### src/rtl/instr_fetch_if.sv
// Fetch-unit bus: sequencing controls, program-load port and the fetched
// instruction stream toward the control pipeline.
interface instr_fetch_if;
  logic       start;
  logic       stall;
  logic       prog_we;
  logic [5:0] prog_addr;
  logic [7:0] prog_data;
  logic [7:0] instr;
  logic       instr_valid;
  logic [5:0] pc;
  logic       busy;
  logic       halted;

  modport master (
    output start, stall, prog_we, prog_addr, prog_data,
    input  instr, instr_valid, pc, busy, halted
  );

  modport slave (
    input  start, stall, prog_we, prog_addr, prog_data,
    output instr, instr_valid, pc, busy, halted
  );
endinterface

### src/rtl/instr_fetch.sv
// Instruction fetch sequencer: 64x8 program memory, branch squash and HALT.
//   state  | meaning
//   IDLE   | waiting for start, memory writable
//   FETCH  | presenting mem[fetch_pc] each unstalled cycle
//   SQUASH | one bubble after a taken branch
//   HALT   | 8'hFF fetched, memory writable, start restarts
module instr_fetch #(
  parameter int MEM_DEPTH = 64
) (
  input logic         clk,
  input logic         reset,
  instr_fetch_if.slave bus
);

  localparam logic [1:0] S_IDLE   = 2'd0;
  localparam logic [1:0] S_FETCH  = 2'd1;
  localparam logic [1:0] S_SQUASH = 2'd2;
  localparam logic [1:0] S_HALT   = 2'd3;

  logic [7:0] mem_q [MEM_DEPTH];

  logic [1:0] state_q, state_d;
  logic [5:0] fetch_pc_q, fetch_pc_d;
  logic [5:0] pc_q, pc_d;
  logic [7:0] instr_q, instr_d;
  logic       valid_q, valid_d;
  logic [7:0] fetch_word;
  logic       mem_we;

  // Program memory is only writable while the fetcher is parked.
  assign mem_we = bus.prog_we && ((state_q == S_IDLE) || (state_q == S_HALT));

  always_ff @(posedge clk) begin
    if (mem_we) mem_q[bus.prog_addr] <= bus.prog_data;
  end

  always_comb begin
    fetch_word = mem_q[fetch_pc_q];
    state_d    = state_q;
    fetch_pc_d = fetch_pc_q;
    pc_d       = pc_q;
    instr_d    = instr_q;
    valid_d    = valid_q;
    case (state_q)
      S_IDLE, S_HALT: begin
        instr_d = 8'h00;
        valid_d = 1'b0;
        if (bus.start) begin
          state_d    = S_FETCH;
          fetch_pc_d = 6'd0;
        end
      end
      S_FETCH: begin
        if (!bus.stall) begin
          instr_d    = fetch_word;
          pc_d       = fetch_pc_q;
          valid_d    = 1'b1;
          fetch_pc_d = fetch_pc_q + 6'd1;
          // 8'hFF has bit 7 set but is HALT, so it must be tested first.
          if (fetch_word == 8'hFF) begin
            state_d = S_HALT;
          end else if (fetch_word[7]) begin
            fetch_pc_d = fetch_word[5:0];
            state_d    = S_SQUASH;
          end
        end
      end
      S_SQUASH: begin
        if (!bus.stall) begin
          instr_d = 8'h00;
          valid_d = 1'b0;
          state_d = S_FETCH;
        end
      end
      default: state_d = S_IDLE;
    endcase
  end

  always_ff @(posedge clk or posedge reset) begin
    if (reset) begin
      state_q    <= S_IDLE;
      fetch_pc_q <= 6'd0;
      pc_q       <= 6'd0;
      instr_q    <= 8'h00;
      valid_q    <= 1'b0;
    end else begin
      state_q    <= state_d;
      fetch_pc_q <= fetch_pc_d;
      pc_q       <= pc_d;
      instr_q    <= instr_d;
      valid_q    <= valid_d;
    end
  end

  assign bus.instr       = instr_q;
  assign bus.instr_valid = valid_q;
  assign bus.pc          = pc_q;
  assign bus.busy        = (state_q == S_FETCH) || (state_q == S_SQUASH);
  assign bus.halted      = (state_q == S_HALT);

endmodule

### src/flat_wrapper.sv
// flat-port wrapper written by rule: the top's interface ports become plain ports
module instr_fetch_flat 
#(
  parameter int MEM_DEPTH = 64
)
  (clk, reset, bus_start, bus_stall, bus_prog_we, bus_prog_addr, bus_prog_data, bus_instr, bus_instr_valid, bus_pc, bus_busy, bus_halted);
  instr_fetch_if bus_i ();
  input logic clk;
  input logic reset;
  input wire logic [$bits(bus_i.start)-1:0] bus_start;
  input wire logic [$bits(bus_i.stall)-1:0] bus_stall;
  input wire logic [$bits(bus_i.prog_we)-1:0] bus_prog_we;
  input wire logic [$bits(bus_i.prog_addr)-1:0] bus_prog_addr;
  input wire logic [$bits(bus_i.prog_data)-1:0] bus_prog_data;
  output wire logic [$bits(bus_i.instr)-1:0] bus_instr;
  output wire logic [$bits(bus_i.instr_valid)-1:0] bus_instr_valid;
  output wire logic [$bits(bus_i.pc)-1:0] bus_pc;
  output wire logic [$bits(bus_i.busy)-1:0] bus_busy;
  output wire logic [$bits(bus_i.halted)-1:0] bus_halted;
  assign bus_i.start = bus_start;
  assign bus_i.stall = bus_stall;
  assign bus_i.prog_we = bus_prog_we;
  assign bus_i.prog_addr = bus_prog_addr;
  assign bus_i.prog_data = bus_prog_data;
  assign bus_instr = bus_i.instr;
  assign bus_instr_valid = bus_i.instr_valid;
  assign bus_pc = bus_i.pc;
  assign bus_busy = bus_i.busy;
  assign bus_halted = bus_i.halted;
  instr_fetch #(.MEM_DEPTH(MEM_DEPTH)) u_core (.clk(clk), .reset(reset), .bus(bus_i));
endmodule
### config.mk
export PLATFORM = sky130hd
export DESIGN_NAME = instr_fetch_flat
export DESIGN_NICKNAME = d
export VERILOG_FILES = /design/src/rtl/instr_fetch_if.sv /design/src/rtl/instr_fetch.sv /design/src/flat_wrapper.sv
export SDC_FILE = /design/constraint.sdc
export NUM_CORES = 1
export LEC_CHECK = 0
export CAP_MARGIN = 20
export CORE_MARGIN = 2
export CORE_UTILIZATION = 63
export CTS_BUF_LIST = sky130_fd_sc_hd__clkbuf_16
export DETAILED_ROUTE_END_ITERATION = 8
export HOLD_SLACK_MARGIN = 0.05
export PLACE_DENSITY_LB_ADDON = 0.3
export SLEW_MARGIN = 10
export SYNTH_ARGS = -nofsm -noshare
export SYNTH_HDL_FRONTEND = slang
export SYNTH_SLANG_ARGS = --single-unit
export TNS_END_PERCENT = 1
### constraint.sdc
create_clock -name clk -period 5.5 [get_ports clk]
set_input_delay 1.65 -clock clk [delete_from_list [all_inputs] [get_ports clk]]
set_output_delay 1.65 -clock clk [all_outputs]
set_load 0.02 [all_outputs]
==> results of run 1 <==
[layout make-up]
type                    count  area (um2)  share of cell area
clock buffers              53        1330              0.0565
clock inverters            36         342              0.0145
repair buffers             59         503              0.0214
multi-input cells         448        4770               0.203
well taps                 448         561              0.0239
flip-flops and latches    535       16000               0.679
inverters                   8        30.0             0.00128
[tightest hold or removal path, stage by stage (launching register included)]
cell and delay [ns]:
dfrtp_1 0.34, nand2_1 0.06, nand2_1 0.06
[per-stage QoR]
stage / cell area, um2 / power, W / utilization / hold slack (ns)
2_1_floorplan: 21100 / 0.00668 / - / 0.506
3_3_place_gp: 21800 / 0.00746 / 0.656 / 0.459
3_5_place_dp: 21800 / 0.00752 / 0.656 / 0.468
4_1_cts: 23500 / 0.0110 / 0.706 / 0.484
5_1_grt: 23500 / 0.0113 / 0.706 / 0.507
6_report: 23500 / 0.0110 / 0.706 / 0.483
[power groups by stage]
| stage | Combinational, W | Sequential, W | Clock [W] |
|---|---|---|---|
| after floorplan | 0.00193 | 0.00475 | 0 |
| after global placement | 0.00254 | 0.00492 | 0 |
| after detailed placement | 0.00259 | 0.00493 | 0 |
| after CTS | 0.00261 | 0.00484 | 0.00354 |
| after global routing | 0.00278 | 0.00486 | 0.00369 |
| final | 0.00265 | 0.00484 | 0.00351 |
[synth_stat cells, types with 5 or more instances]
cell type and number:
edfxtp_1 512, mux4_2 128, nor2_1 84, nand2_1 43
a22oi_1 36, dfrtp_1 23, a21oi_1 21, clkbuf_1 21
mux2i_1 19, buf_2 14, buf_6 13, nor2b_1 11
o21ai_0 10, nand3_1 9, buf_4 8, inv_1 7
nand2b_1 7, a22o_1 6, o211ai_1 6, nand3b_1 5
[path summary, 6_finish.rpt]
| path | end | slack (ns) | depth (start not counted) | startpoint |
|---|---|---|---|---|
| max | u_core.fetch_pc_q[3] | 1.60 | 10 | u_core.fetch_pc_q[1] |
| min | u_core.bus.pc[5] | 0.48 | 2 | u_core.bus.pc[5] |
| max reg2reg | u_core.fetch_pc_q[3] | 1.60 | 10 | u_core.fetch_pc_q[1] |
| min reg2reg | u_core.bus.pc[5] | 0.48 | 2 | u_core.bus.pc[5] |
| max in group asynchronous | u_core.fetch_pc_q[2] | 3.30 | 2 | reset |
| min in group asynchronous | u_core.bus.pc[2] | 1.56 | 2 | reset |
[cell families (layout without fill, tap and decap cells)]
logic type,after synthesis,after routing
multiplexers,147,147
buffers and inverters,67,156
flip-flops,535,535
AND/OR/NAND/NOR,190,190
AO/OA/AOI/OAI,107,107
adder cells (fa/ha/maj),4,4
[layer usage]
metal | GRT usage | up-vias | wire length (um) | share of wire
met1 | 0.442 | 5741 | 19700 | 0.40
li1 | - | 4414 | - | -
met2 | 0.436 | 686 | 23200 | 0.47
met5 | 0 | - | 0 | 0
met4 | 0.0968 | 0 | 1560 | 0.031
met3 | 0.0598 | 87 | 5080 | 0.10
[state kept, by name, indices dropped and copies added, names as in the netlist]
register,cells
u_core.bus.instr_valid,1
u_core.bus.pc,6
u_core.state_q,2
u_core.mem_q,512
u_core.fetch_pc_q,6
u_core.bus.instr,8
==> reports/qor.csv, run 1 <==
metric,value,unit
max_freq,257,MHz
clk_pin_slew_worst_paths,0.06,ns
rows,67,
cts_resized,0,
final.period_utilization,0.709,
layout_setup_ws,1.60,ns
drtIter0Drc,1784,
grt_first_pass_wirelength,73300,um
fillCellCount,1959,
grt_usage,0.292,
drive_gt1_frac,0.214,
ant_nets,0,
final_common_cell,edfxtp_1,
dieArea,0.0350,mm2
initial_core_util,0.635,
hold_path_class,flop to flop,
die_h,187,um
async_flop_share,0.0430,
portBuffers,35,
synth-seq-cells,535,
clock_power_share,0.319,
synth_seq_area_share,0.755,
wl_per_cell,31.2,um
fin_nets,1127,
switchingPower,0.00319,W
clock-sinks,535,
final_cells,1587,
synth_compound_gate_area_share,0.0355,
tritoncts,built,
slowest_delay,1.08,ns
finalSetupViolations,0,
via_count,10900,
root_buffer,clkbuf_16,
wl,49500,um
rsz0062_at_grt,no,
run_status,finished clean,
antenna_found_initial,0,
start_kind,flop,
crit_chain,buf_4 -> buf_4 -> mux4_2 -> a22oi_1 -> a32o_1 -> o211ai_1 -> nor4b_2 -> nand2_1 -> or2_1 -> o2111ai_1,
cts_made_buffers,52,
p_seq_frac,0.440,
viasPerCell,6.89,
finalHoldViolations,0,
finClkSkew,0.0198,ns
grt_pass1_vias,10800,
synth_largest_area_cell,edfxtp_1,
grt_max_degree,64,
tightest_slew,1.02,ns
area_growth,11.2,%
cp_common_cell,buf_4,
place.gp.congestion,0.888,
critPathBufInv,2,
drcViolationCount,0,
finalWorstPathRequiredPeriod,3.90,ns
synth_nets,1073,
cp_max_fo,60,
setup_tns,0,ns
syn_area,0.0211,mm2
internal_power,0.00781,W
cpMaxStageDelayCell,dfrtp_4,
cts_max_level,2,
finalMaxSlewViolations,0,
worstSetupPathType,flop to flop,
drtPass1Iterations,6,
muxShareOfSynthArea,0.145,
overflow,0,
swShare,0.290,
dpl.cell_count,1497,
synth-simple-area-share,0.0424,
combPwrFrac,0.241,
synth_top_family_by_area,multiplexers,
synthAdderAreaFrac,0.00237,
layout_common_cells,"512 x edfxtp_1, 128 x mux4_2, 84 x nor2_1",
yosys_warnings,0,
synth_edf_count,512,
ys_types,54,
worstPathArrival,4.37,ns
cts_hold_buf,0,
num_antenna_cells,0,
crit_required,5.97,ns
p_leak,7.39,nW
dp_slack,1.31,ns
cts_post_setup_buffers_inserted,0,
hpwl,30400,um
worst_path_dominant_cell_family,flip-flops,
synth.top_cell.area_share,0.728,
insertion_delay,0.58,ns
ys_top_cells_by_area,"edfxtp_1 73%, mux4_2 14%, dfrtp_1 2.7%, nor2_1 1.5%, a22oi_1 1.3%",
die_w,187,um
drv_cap,0,
maxSlewHeadroom,0.318,
cts_buffer_depth,3,
p_per_area,468,mW/mm2
core-area,0.0333,mm2
crit_path_end_kind,flop,
irDropWorstVdd,329,uV
synthCells,1050,
synth_xor_area_frac,0,
ys.flop_type,edfxtp_1,
io_pins,36,
syn-mean-instance-area,20.1,um2
(Power assumes the default switching activity.)
==> inputs of run 2 (changes only) <==
Settings changed: CORE_UTILIZATION 63 to 56.
Clock period 5.5 ns to 3.5 ns, I/O delays scaled along.
==> run 2 against run 1 <==
  * Combinational power is 75% higher
  * Via count rose by 1.5%
  * Fmax increased by 18%
  * Clock power up 58%
  * Critical path depth fell by 2
  * Sequential share of layout area down 2.6 points
  * Critical path type unchanged
==> reports/qor.csv, run 2 (same netlist as run 1, synthesis figures left out) <==
metric,value,unit,change
run_status,finished clean,,
tritoncts,built,,
num_antenna_cells,0,,unchanged
initial_core_util,0.565,,-0.0699
ant_nets,0,,unchanged
viasPerCell,6.35,,-7.8%
maxSlewHeadroom,0.400,,+0.0821
root_buffer,clkbuf_16,,
portBuffers,35,,unchanged
tightest_slew,0.891,ns,-0.133 ns
grt_first_pass_wirelength,72700,um,-0.86%
final.period_utilization,0.940,,+0.232
clk_pin_slew_worst_paths,0.06,ns,about the same
cts_buffer_depth,3,,unchanged
finalWorstPathRequiredPeriod,3.29,ns,-0.606 ns
die_h,198,um,+5.9%
crit_required,3.96,ns,-2.01 ns
layout_setup_ws,0.209,ns,-1.39 ns
finalSetupViolations,0,,unchanged
start_kind,flop,,
drtIter0Drc,1468,,-18%
whs_path_depth,2,,unchanged
final_util,0.653,,-0.0526
max_freq,304,MHz,+18%
crit_path_end_kind,flop,,
finClkSkew,0.0181,ns,-0.00168 ns
grt_pass1_vias,11200,,+3.7%
wl_per_cell,28.0,um,-10%
irDropWorstVdd,356,uV,+8.3%
cp.depth,8,,-2
dp_slack,0.217,ns,-1.10 ns
p_leak,7.91,nW,+7.0%
io_pins,36,,unchanged
setup_tns,0,ns,unchanged
drive_gt1_frac,0.275,,+0.0609
antenna_found_initial,0,,unchanged
overflow,0,,unchanged
reg2reg_depth,8,,-2
hold_path_class,flop to flop,,
worstPathArrival,3.75,ns,-0.62 ns
cts_made_buffers,51,,-1.9%
grt_max_degree,65,,+1.6%
drv_cap,0,,unchanged
finalHoldViolations,0,,unchanged
rows,71,,+6.0%
p_per_area,720,mW/mm2,+54%
crit_chain,clkinv_1 -> nor2_1 -> a21oi_1 -> a221oi_4 -> a21oi_1 -> nand2_1 -> o21bai_2 -> a221o_1,,
critPathBufInv,1,,-1
cts_max_level,2,,unchanged
cp_max_fo,13,,-78%
largest_reg_flops,512,,unchanged
top_register,u_core.mem_q,,
wl,49000,um,-1.1%
drcViolationCount,0,,unchanged
grt_usage,0.260,,-0.0319
fin_nets,1219,,+8.2%
place.gp.congestion,0.966,,+8.8%
drtPass1Iterations,6,,unchanged
p_total,0.0176,W,+60%
whs,0.480,ns,-0.00276 ns
finalMaxSlewViolations,0,,unchanged
hpwl,30900,um,+1.7%
dieArea,0.0393,mm2,+12%
die_w,198,um,+5.9%
layout_common_cells,"512 x edfxtp_1, 128 x mux4_2, 106 x buf_4",,
area_growth,15.6,%,
cp_common_cell,a21oi_1,,
via_count,11100,,+1.5%
clock-sinks,535,,unchanged
worst_path_dominant_cell_family,compound AO/OA/AOI/OAI gates,,
cts_post_setup_buffers_inserted,0,,unchanged
rsz0062_at_grt,no,,
cpMaxStageDelayCell,dfrtp_1,,
worstSetupPathType,flop to flop,,
final_common_cell,edfxtp_1,,
core-area,0.0374,mm2,+12%
insertion_delay,0.58,ns,about the same
slowest_delay,0.67,ns,-0.41 ns
run 2: cell types whose count changed in the layout (fill, tap and decap cells not counted), sizes merged:
cell	previous run	this run
clkbuf	54	53
buf	31	125
clkinvlp	0	3
clkinv	16	22
inv	21	16
run 2: worst paths after layout:
| check | from | endpoint | slack [ns] |
|---|---|---|---|
| setup / recovery | u_core.fetch_pc_q[3] | u_core.fetch_pc_q[2] | 0.21 |
| setup reg to reg | u_core.fetch_pc_q[3] | u_core.fetch_pc_q[2] | 0.21 |
| hold reg to reg | u_core.bus.instr[5] | u_core.bus.instr[5] | 0.48 |
| max in group asynchronous | reset | u_core.fetch_pc_q[1] | 1.87 |
| hold / removal | u_core.bus.instr[5] | u_core.bus.instr[5] | 0.48 |
| min in group asynchronous | reset | u_core.bus.instr[5] | 0.98 |
run 2: what timing repair did:
action / CTS / global route
hold buffers: 0 / 0
gates resized for setup: 0 / 2
setup endpoints to repair: 0 / 1
run 2: where the power goes:
part	switching, W	internal [W]
Clock	0.00228	0.00325
Combinational	0.00256	0.00207
Sequential	0.000260	0.00718
run 2: cell type report:
cell class	instances	area, um2
Timing Repair Buffer	152	1330
Sequential cell	535	16000
Clock buffer	53	1330
Multi-Input combinational cell	448	4790
Fill cell	2456	13000
Tap cell	511	639
Inverter	8	30.0
Clock inverter	40	363
run 2: metrics by stage:
step                area, um2  std cells
floorplan               21100       1050
global placement        22700       1654
detailed placement      22700       1654
CTS                     24400       1747
global route            24400       1747
finish                  24400       1747
run 2: tightest hold or removal path, stage by stage, from the launching register on:
cell and delay (ns):
dfrtp_1 0.34, nand2_1 0.04, o21ai_0 0.06
run 2: routing by layer:
layer,global-route usage,part of all wire,vias to the layer above
li1,-,-,4601
met2,0.404,0.48,676
met5,0,0,-
met4,0.0891,0.030,0
met3,0.0445,0.089,94
met1,0.379,0.40,5722
==> inputs of run 3 (changes only) <==
Settings changed: CAP_MARGIN 20 to unset, CORE_UTILIZATION 56 to 62, SLEW_MARGIN 10 to 20.
Clock period 3.5 ns to 3.04 ns, I/O delays scaled along.
==> run 3 against run 2 <==
  * Power up 17%
  * Sequential share of layout area down 1.1 points
  * Sequential power increased by 14%
  * Flip-flop and latch count unchanged
  * Non-clock buffer count is 60 higher
  * Fmax up 9.7%
  * Clock-buffer cell count rose by 1
  * Critical path depth increased by 1
  * Final area increased by 1.7%
  * Combinational power rose by 31%
  * Die area down 9.5%
  * Core utilization grew 8.8 points
  * Largest cell class unchanged
==> reports/qor.csv, run 3 (same netlist as run 1, synthesis figures left out) <==
metric,value,unit,change
cts_hold_buf,0,,unchanged
cp_max_fo,12,,-1
place.gp.congestion,0.970,,+0.47%
p_per_area,825,mW/mm2,+15%
grt_first_pass_wirelength,74500,um,+2.4%
rows,67,,-5.6%
num_antenna_cells,0,,unchanged
start_kind,flop,,
wl,51300,um,+4.7%
maxSlewHeadroom,0.288,,-0.112
seq_area,0.0160,mm2,unchanged
largest_reg_flops,512,,unchanged
drtPass1Iterations,5,,-1
whs,0.475,ns,-0.00470 ns
final.period_utilization,0.987,,+0.0466
fin_nets,1279,,+4.9%
area_growth,17.7,%,
core-area,0.0335,mm2,-10%
drv_cap,0,,unchanged
drcViolationCount,0,,unchanged
tightest_slew,1.06,ns,+0.166 ns
run_status,finished clean,,
grt_pass1_vias,11700,,+4.8%
worstSetupPathType,flop to flop,,
hpwl,32400,um,+4.8%
grt_usage,0.293,,+0.0330
irDropWorstVdd,482,uV,+35%
max_freq,333,MHz,+9.7%
fillCellCount,1870,,-24%
cts_buffer_depth,3,,unchanged
via_count,11500,,+3.7%
clk_pin_slew_worst_paths,0.07,ns,about the same
finalHoldViolations,0,,unchanged
ant_nets,0,,unchanged
insertion_delay,0.57,ns,about the same
rsz0062_at_grt,yes,,
viasPerCell,6.59,,+3.9%
root_buffer,clkbuf_16,,
drive_gt1_frac,0.315,,+0.0403
die_h,189,um,-4.9%
multi_input_area,0.00482,mm2,+0.63%
initial_core_util,0.630,,+0.0652
crit_path_end_kind,flop,,
clock-sinks,535,,unchanged
io_pins,36,,unchanged
portBuffers,35,,unchanged
wl_per_cell,29.4,um,+4.8%
finClkSkew,0.0177,ns,-0.000360 ns
die_w,189,um,-4.9%
grt_max_degree,65,,unchanged
finalWorstPathRequiredPeriod,3.00,ns,-0.291 ns
layout_common_cells,"512 x edfxtp_1, 157 x buf_4, 128 x mux4_2",,
finalSetupViolations,0,,unchanged
finalMaxSlewViolations,0,,unchanged
antenna_found_initial,0,,unchanged
drtIter0Drc,1605,,+9.3%
hold_path_class,flop to flop,,
overflow,0,,unchanged
cts_max_level,2,,unchanged
final_common_cell,edfxtp_1,,
dieArea,0.0356,mm2,-9.5%
worstPathArrival,3.45,ns,-0.30 ns
top_register,u_core.mem_q,,
crit_required,3.49,ns,-0.47 ns
cts_made_buffers,51,,unchanged
p_leak,8.27,nW,+4.6%
final_util,0.741,,+0.0881
tritoncts,built,,
run 3: per-layer routing:
metal / global-route usage / share of wire / vias up
met3: 0.0631 / 0.10 / 146
li1: - / - / 4728
met5: 0 / 0 / -
met2: 0.459 / 0.49 / 784
met1: 0.405 / 0.37 / 5850
met4: 0.128 / 0.044 / 0
run 3: cell type report:
class	count	share of cell area
flip-flops and latches	535	0.642
multi-input cells	448	0.194
repair buffers	212	0.0771
clock buffers	54	0.0544
well taps	448	0.0225
clock inverters	40	0.00896
inverters	8	0.00121
run 3: path summary, 6_finish.rpt:
kind | from | to | slack, ns | cells past startpoint
worst min register to register | u_core.bus.pc[5] | u_core.bus.pc[5] | 0.48 | 2
worst max-delay path | u_core.fetch_pc_q[0] | u_core.fetch_pc_q[2] | 0.04 | 9
min in group asynchronous | reset | u_core.bus.instr[7] | 0.69 | 2
max in group asynchronous | reset | u_core.fetch_pc_q[1] | 1.83 | 3
worst min-delay path | u_core.bus.pc[5] | u_core.bus.pc[5] | 0.48 | 2
worst max register to register | u_core.fetch_pc_q[0] | u_core.fetch_pc_q[2] | 0.04 | 9
run 3: worst max-delay path: stages, from the launching register on:
cell	delay, ns
dfrtp_4	0.56
buf_4	0.19
clkbuf_16	0.19
mux4_2	0.50
a22oi_1	0.25
a21oi_1	0.14
or4_4	0.48
nand3_2	0.12
o21bai_2	0.12
a221o_1	0.32
run 3: power by group:
part	internal [W]	leakage, nW	switching [W]
clock network	0.00336	0.841	0.00259
logic	0.00286	2.53	0.00323
registers	0.00826	4.90	0.000209
run 3: metrics by stage:
stage | power [W] | area (um2) | cells | setup WS [ns] | setup TNS [ns]
floorplan | 0.0121 | 21100 | 1050 | 0.252 | 0
global placement | 0.0141 | 23100 | 1642 | 0.0896 | 0
detailed placement | 0.0142 | 23100 | 1642 | 0.00134 | 0
CTS | 0.0202 | 24700 | 1736 | 0.0185 | 0
global route | 0.0211 | 24900 | 1745 | -0.0296 | -0.0507
finish | 0.0205 | 24900 | 1745 | 0.0399 | 0
run 3: timing repair:
action,4_1_cts,5_1_grt
pin swaps,0,0
resized for setup,2,14
setup buffers,0,6
gates cloned,0,3
setup endpoints to repair,2,8
